==> src/rtl/riscv_core_irq_pkg.sv <==
// Shared types and mcause codes for the machine-mode interrupt controller.
package riscv_core_irq_pkg;

  typedef enum logic [1:0] {
    ST_IDLE   = 2'd0,
    ST_REQ    = 2'd1,
    ST_ACTIVE = 2'd2
  } irq_state_e;

  localparam int CAUSE_MTI        = 7;
  localparam int CAUSE_LOCAL_BASE = 16;

endpackage

==> src/rtl/riscv_core_irq_prio_enc.sv <==
// Fixed-priority encoder: lowest set index wins, with a valid flag.
module riscv_core_irq_prio_enc #(
  parameter int WIDTH = 8,
  parameter int IDX_W = (WIDTH > 1) ? $clog2(WIDTH) : 1
) (
  input  logic [WIDTH-1:0] i_req,
  output logic             o_valid,
  output logic [IDX_W-1:0] o_idx
);

  assign o_valid = |i_req;

  // Scan downward so the lowest requesting index is the last one written.
  always_comb begin
    o_idx = '0;
    for (int k = WIDTH - 1; k >= 0; k--) begin
      o_idx = i_req[k] ? IDX_W'(k) : o_idx;
    end
  end

endmodule

==> src/rtl/riscv_core_irq_ctrl.sv <==
// Machine-mode interrupt controller: external lines plus mtime/mtimecmp timer.
// Build option RISCV_CORE_IRQ_EDGE_EN: edge-triggered pending held until acknowledged.
module riscv_core_irq_ctrl
  import riscv_core_irq_pkg::*;
#(
  parameter int XLEN    = 64,
  parameter int NUM_IRQ = 8
) (
  input  logic               i_riscv_core_clk,
  input  logic               i_riscv_core_rst_n,
  input  logic [NUM_IRQ-1:0] i_riscv_core_irq,
  input  logic               i_riscv_core_mstatus_mie,
  input  logic               i_riscv_core_en_wen,
  input  logic [NUM_IRQ:0]   i_riscv_core_en_wdata,
  input  logic               i_riscv_core_mtimecmp_wen,
  input  logic [XLEN-1:0]    i_riscv_core_mtimecmp_wdata,
  input  logic               i_riscv_core_trap_ready,
  input  logic               i_riscv_core_mret,
  output logic               o_riscv_core_trap_req,
  output logic [XLEN-1:0]    o_riscv_core_trap_cause,
  output logic [NUM_IRQ-1:0] o_riscv_core_irq_ack,
  output logic [XLEN-1:0]    o_riscv_core_mtime,
  output logic               o_riscv_core_mtip
);

  localparam int CAND_W = NUM_IRQ + 1;
  localparam int IDX_W  = $clog2(CAND_W);

  irq_state_e         r_state;
  irq_state_e         w_state_nxt;
  logic [XLEN-1:0]    r_mtime;
  logic [XLEN-1:0]    r_mtimecmp;
  logic               r_mtip;
  logic [NUM_IRQ:0]   r_en;
  logic [NUM_IRQ-1:0] r_pending;
  logic [IDX_W-1:0]   r_winner;
  logic [XLEN-1:0]    r_cause;
  logic               r_trap_req;
  logic [NUM_IRQ-1:0] r_ack;

  logic [CAND_W-1:0]  w_cand;
  logic               w_win_valid;
  logic [IDX_W-1:0]   w_win_idx;
  logic [7:0]         w_code;
  logic [XLEN-1:0]    w_new_cause;
  logic               w_take;
  logic               w_accept;
  logic [NUM_IRQ-1:0] w_ack_onehot;

  // Timer sits above the external lines so the encoder ranks it last.
  assign w_cand = {r_mtip & r_en[NUM_IRQ], r_pending & r_en[NUM_IRQ-1:0]};

  riscv_core_irq_prio_enc #(
    .WIDTH (CAND_W),
    .IDX_W (IDX_W)
  ) u_prio_enc (
    .i_req   (w_cand),
    .o_valid (w_win_valid),
    .o_idx   (w_win_idx)
  );

  // Cause code for the current encoder winner.
  always_comb begin
    if (w_win_idx == IDX_W'(NUM_IRQ)) begin
      w_code = 8'(CAUSE_MTI);
    end else begin
      w_code = 8'(CAUSE_LOCAL_BASE) + 8'(w_win_idx);
    end
    w_new_cause = {1'b1, {(XLEN-9){1'b0}}, w_code};
  end

  // One-hot decode of the latched winner for the acknowledge pulse.
  always_comb begin
    w_ack_onehot = '0;
    for (int k = 0; k < NUM_IRQ; k++) begin
      w_ack_onehot[k] = (r_winner == IDX_W'(k));
    end
  end

  // Next-state logic.
  always_comb begin
    w_state_nxt = r_state;
    w_take      = 1'b0;
    w_accept    = 1'b0;
    case (r_state)
      ST_IDLE: begin
        if (i_riscv_core_mstatus_mie && w_win_valid) begin
          w_state_nxt = ST_REQ;
          w_take      = 1'b1;
        end else begin
          w_state_nxt = ST_IDLE;
        end
      end
      ST_REQ: begin
        if (i_riscv_core_trap_ready) begin
          w_state_nxt = ST_ACTIVE;
          w_accept    = 1'b1;
        end else begin
          w_state_nxt = ST_REQ;
        end
      end
      ST_ACTIVE: begin
        if (i_riscv_core_mret) begin
          w_state_nxt = ST_IDLE;
        end else begin
          w_state_nxt = ST_ACTIVE;
        end
      end
      default: w_state_nxt = ST_IDLE;
    endcase
  end

  // State, latched winner/cause and registered request/ack outputs.
  always_ff @(posedge i_riscv_core_clk or negedge i_riscv_core_rst_n) begin
    if (!i_riscv_core_rst_n) begin
      r_state    <= ST_IDLE;
      r_winner   <= '0;
      r_cause    <= '0;
      r_trap_req <= 1'b0;
      r_ack      <= '0;
    end else begin
      r_state    <= w_state_nxt;
      r_trap_req <= (w_state_nxt == ST_REQ);
      if (w_take) begin
        r_winner <= w_win_idx;
        r_cause  <= w_new_cause;
      end else if (w_state_nxt == ST_IDLE) begin
        r_cause  <= '0;
      end
      if (w_accept && (r_winner != IDX_W'(NUM_IRQ))) begin
        r_ack <= w_ack_onehot;
      end else begin
        r_ack <= '0;
      end
    end
  end

  // Timer, compare register, enables.
  always_ff @(posedge i_riscv_core_clk or negedge i_riscv_core_rst_n) begin
    if (!i_riscv_core_rst_n) begin
      r_mtime    <= '0;
      r_mtimecmp <= '1;
      r_mtip     <= 1'b0;
      r_en       <= '0;
    end else begin
      r_mtime <= r_mtime + XLEN'(1);
      r_mtip  <= (r_mtime >= r_mtimecmp);
      if (i_riscv_core_mtimecmp_wen) begin
        r_mtimecmp <= i_riscv_core_mtimecmp_wdata;
      end
      if (i_riscv_core_en_wen) begin
        r_en <= i_riscv_core_en_wdata;
      end
    end
  end

`ifdef RISCV_CORE_IRQ_EDGE_EN
  logic [NUM_IRQ-1:0] r_irq_d;

  // A fresh rising edge wins over a coincident acknowledge.
  always_ff @(posedge i_riscv_core_clk or negedge i_riscv_core_rst_n) begin
    if (!i_riscv_core_rst_n) begin
      r_irq_d   <= '0;
      r_pending <= '0;
    end else begin
      r_irq_d   <= i_riscv_core_irq;
      r_pending <= (r_pending & ~r_ack) | (i_riscv_core_irq & ~r_irq_d);
    end
  end
`else
  // Level-sensitive pending: registered copy of the lines.
  always_ff @(posedge i_riscv_core_clk or negedge i_riscv_core_rst_n) begin
    if (!i_riscv_core_rst_n) begin
      r_pending <= '0;
    end else begin
      r_pending <= i_riscv_core_irq;
    end
  end
`endif

  assign o_riscv_core_trap_req   = r_trap_req;
  assign o_riscv_core_trap_cause = r_cause;
  assign o_riscv_core_irq_ack    = r_ack;
  assign o_riscv_core_mtime      = r_mtime;
  assign o_riscv_core_mtip       = r_mtip;

endmodule

==> config.mk <==
export PLATFORM = sky130hd
export DESIGN_NAME = riscv_core_irq_ctrl
export DESIGN_NICKNAME = d
export VERILOG_FILES = /design/src/rtl/riscv_core_irq_pkg.sv /design/src/rtl/riscv_core_irq_prio_enc.sv /design/src/rtl/riscv_core_irq_ctrl.sv
export SDC_FILE = /design/constraint.sdc
export NUM_CORES = 1
export LEC_CHECK = 0
export ABC_AREA = 1
export CORE_ASPECT_RATIO = 0.6
export CORE_MARGIN = 1
export CORE_UTILIZATION = 45
export CTS_CLUSTER_DIAMETER = 200
export DETAILED_ROUTE_END_ITERATION = 12
export PLACE_DENSITY = 0.73
export REMOVE_ABC_BUFFERS = 1
export SLEW_MARGIN = 10
export SYNTH_ARGS = -nofsm -noshare
export SYNTH_HDL_FRONTEND = slang
export SYNTH_SLANG_ARGS = --single-unit
export TNS_END_PERCENT = 1
==> constraint.sdc <==
create_clock -name i_riscv_core_clk -period 4.6 [get_ports i_riscv_core_clk]
set_clock_uncertainty 0.2 [all_clocks]
set_input_delay 0.92 -clock i_riscv_core_clk [delete_from_list [all_inputs] [get_ports i_riscv_core_clk]]
set_output_delay 0.92 -clock i_riscv_core_clk [all_outputs]
set_load 0.02 [all_outputs]
==> impl_metrics.toml <==
[sta]
rsz0062_at_grt = "no"
tns_ns = 0
worst_pin_slew_ns = 1.06
drv_slew = 0
min_period_ns = 2.77
finalHoldViolations = 0
timing.fmax_mhz = 361
max_slew_margin = 0.291
setup_violations = 0
period_share = 0.602

[cts]
cts_root_buf = "clkbuf_16"
cts-htree-levels = 4
clockBufferDepth = 2
post_cts_resized = 0
cts_made_buffers = 17
ctsHoldBuffers = 0
path_clk_slew_ns = 0.07
clock_latency_ns = 0.43
post_cts_buffers = 0
cts_tree = "yes"
cts_sinks = 167

[critical_path]
r2r_end = "o_riscv_core_mtime[56]"
crit_family = "buffers and inverters"
cp-end-kind = "primary output"
slowest_delay_ns = 0.68
rr_startpoint = "o_riscv_core_mtime[1]"
crit_start = "o_riscv_core_mtime[52]"
critical_path.slowest_cell = "clkdlybuf4s50_1"
worstPathRequired_ns = 3.48
endpoint = "o_riscv_core_mtime[52]"
criticalPathCategory = "reg -> out"
rrSetupSlack_ns = 2.28
critical_path_arrival_ns = 1.65
crit_chain = "clkdlybuf4s50_1"
crit_fanout = 7
r2r_cells = 7
worst-path-buf-inv = 1
cp-start-kind = "flip-flop"
path_depth = 1

[power_and_ir_drop]
powerDensity_mw_per_mm2 = 307
vdd_drop_max_uv = 235
leakage_nw = 5.26

[layout]
regArea_mm2 = 0.00426
drive_above_1_share = 0.105
utilization = 0.578
nFillCells = 1790
finalNetCount = 1421
antenna_cells = 0
area_growth_syn_to_layout_pct = 25.0
multi_input_area_mm2 = 0.00431

[grt]
antenna_found_initial = 0
grt_pass1_vias = 7211
grt_util_all_layers = 0.242
grt_max_degree = 128
grt.overflow.total = 0
grt_pass1_wl_um = 39400

[floorplanning]
core_area_mm2 = 0.0202
die_height_um = 113
start_util = 0.462
rows = 40
io_pins = 226
die_w_um = 188
dieArea_mm2 = 0.0213

[detailed_routing]
postRouteAntennaNets = 0
drt_pass1_iterations = 5
drc = 0
routed_via_density = 4.89
wl_per_cell_um = 16.0
wl_um = 24900
vias = 7602
drtIter0Drc = 570

[hold_path]
hp-class = "reg -> reg"
hold_depth = 2

[logic_synthesis]
synth_flop_cell = "dfrtp_1"
synth_seq_cells = 167
synth_cell_types = 32
synth_area_leaders = "dfrtp_1, dfstp_2, nand2_1"
yosysWarnings = 0
synth.top_cells.by_count = "nand2_1, inv_1, dfrtp_1, nor2_1, o21ai_0"
yosysSeqAreaShare = 0.457
synthArstFlopShare = 1.00
synth.most_common_cell = "nand2_1"
synth_edf_count = 0
syn-cell-area_mm2 = 0.00932
syn_inst = 1097
yosys.area.top_type = "dfrtp_1"
synth.avg_cell_area_um2 = 8.50
netlist.area_leader.share = 0.277

[place]
io_buffer_count = 167
dp_hpwl_um = 19700
gp_congestion = 0.982

[job]
maxCapViolations = 0

[status]
status = "complete, no violations"
## how the worst min path moves through the flow
stage                                     start                     endpoint
global route        o_riscv_core_trap_cause[63]  o_riscv_core_trap_cause[63]
floorplan                        r_mtimecmp[10]               r_mtimecmp[10]
detailed placement  o_riscv_core_trap_cause[63]  o_riscv_core_trap_cause[63]
CTS                 o_riscv_core_trap_cause[63]  o_riscv_core_trap_cause[63]
finish              o_riscv_core_trap_cause[63]  o_riscv_core_trap_cause[63]
global placement    o_riscv_core_trap_cause[63]  o_riscv_core_trap_cause[63]
## registers in the layout (all words and copies together) (netlist names)
| register | count |
|---|---|
| o_riscv_core_irq_ack | 8 |
| o_riscv_core_mtime | 64 |
| o_riscv_core_mtip | 1 |
| o_riscv_core_trap_cause | 6 |
| o_riscv_core_trap_req | 1 |
| r_en | 9 |
| r_mtimecmp | 64 |
| r_pending | 8 |
| r_state | 2 |
| r_winner | 4 |
## logic make-up (layout without fill, tap and decap cells)
group / after synthesis / count (layout) / synth area share
buffers and inverters: 200 / 327 / 0.104
adders and majority gates: 65 / 65 / 0.0872
other: 1 / 58 / 0.000402
muxes: 10 / 10 / 0.0121
and+or+nand+nor: 474 / 474 / 0.218
xor gates and xnor gates: 57 / 57 / 0.0536
AOI/OAI and AO/OA: 123 / 123 / 0.0677
DFF: 167 / 167 / 0.457
## metrics by stage
stage               setup WS (ns)  hold WS (ns)  cells  instance area, um^2  total power [mW]
finish                       1.83         0.284   1554                11700              3.58
global route                 1.78         0.307   1554                11700              3.75
CTS                          1.83         0.291   1554                11700              3.61
detailed placement           2.13         0.273   1522                11100              2.19
global placement             2.20         0.273   1522                11100              2.18
floorplan                    2.70         0.263   1081                 9040              1.95
## per-layer routing
layer,up-vias,track usage,share of wire
li1,3766,-,-
met1,3586,0.391,0.54
met2,236,0.317,0.38
met3,14,0.0535,0.072
met4,0,0.0629,0.0083
met5,-,0,0
## area by class of cell
type	count	area share
clock buffer	18	0.0377
timing repair buffer	168	0.145
multi-input combinational	787	0.370
inverter	127	0.0409
tap	273	0.0293
clock inverter	14	0.0120
sequential	167	0.365
## worst register-to-register path, cell delays in order (launching register included)
cell and delay, ns:
dfrtp_1 0.43, ha_1 0.30, nand3_2 0.16, inv_2 0.15
nand2_2 0.13, nor3_2 0.34, nand3_1 0.29, xnor2_1 0.20
## placed cells by master, fill, tap and decap left out, types with 2 or more instances in the layout
cell / Yosys / routed
nand2_1: 258 / 258
clkdlybuf4s50_1: 0 / 165
inv_1: 122 / 122
dfrtp_1: 103 / 103
nor2_1: 95 / 95
o21ai_0: 79 / 79
ha_1: 65 / 65
dfstp_2: 64 / 64
conb_1: 1 / 58
nand3_1: 44 / 44
xor2_1: 36 / 36
a21oi_1: 33 / 33
nor3_1: 28 / 28
xnor2_1: 21 / 21
nand4_1: 18 / 18
clkbuf_16: 0 / 17
mux2_2: 10 / 10
nor2_2: 8 / 8
nor3_2: 6 / 6
inv_2: 5 / 5
inv_6: 0 / 5
nand2_2: 4 / 4
nor4_1: 4 / 4
o21ai_1: 4 / 4
nand3b_1: 4 / 4
clkinvlp_4: 0 / 4
o21a_1: 3 / 3
nor2_4: 2 / 2
a31oi_1: 2 / 2
a21boi_0: 2 / 2
inv_8: 0 / 2
## where the power goes
part / internal, mW / switching (mW)
Sequential: 1.61 / 0.0479
Combinational: 0.200 / 0.309
Clock: 0.775 / 0.638
Total: 2.59 / 0.995
(Power assumes the default switching activity.)
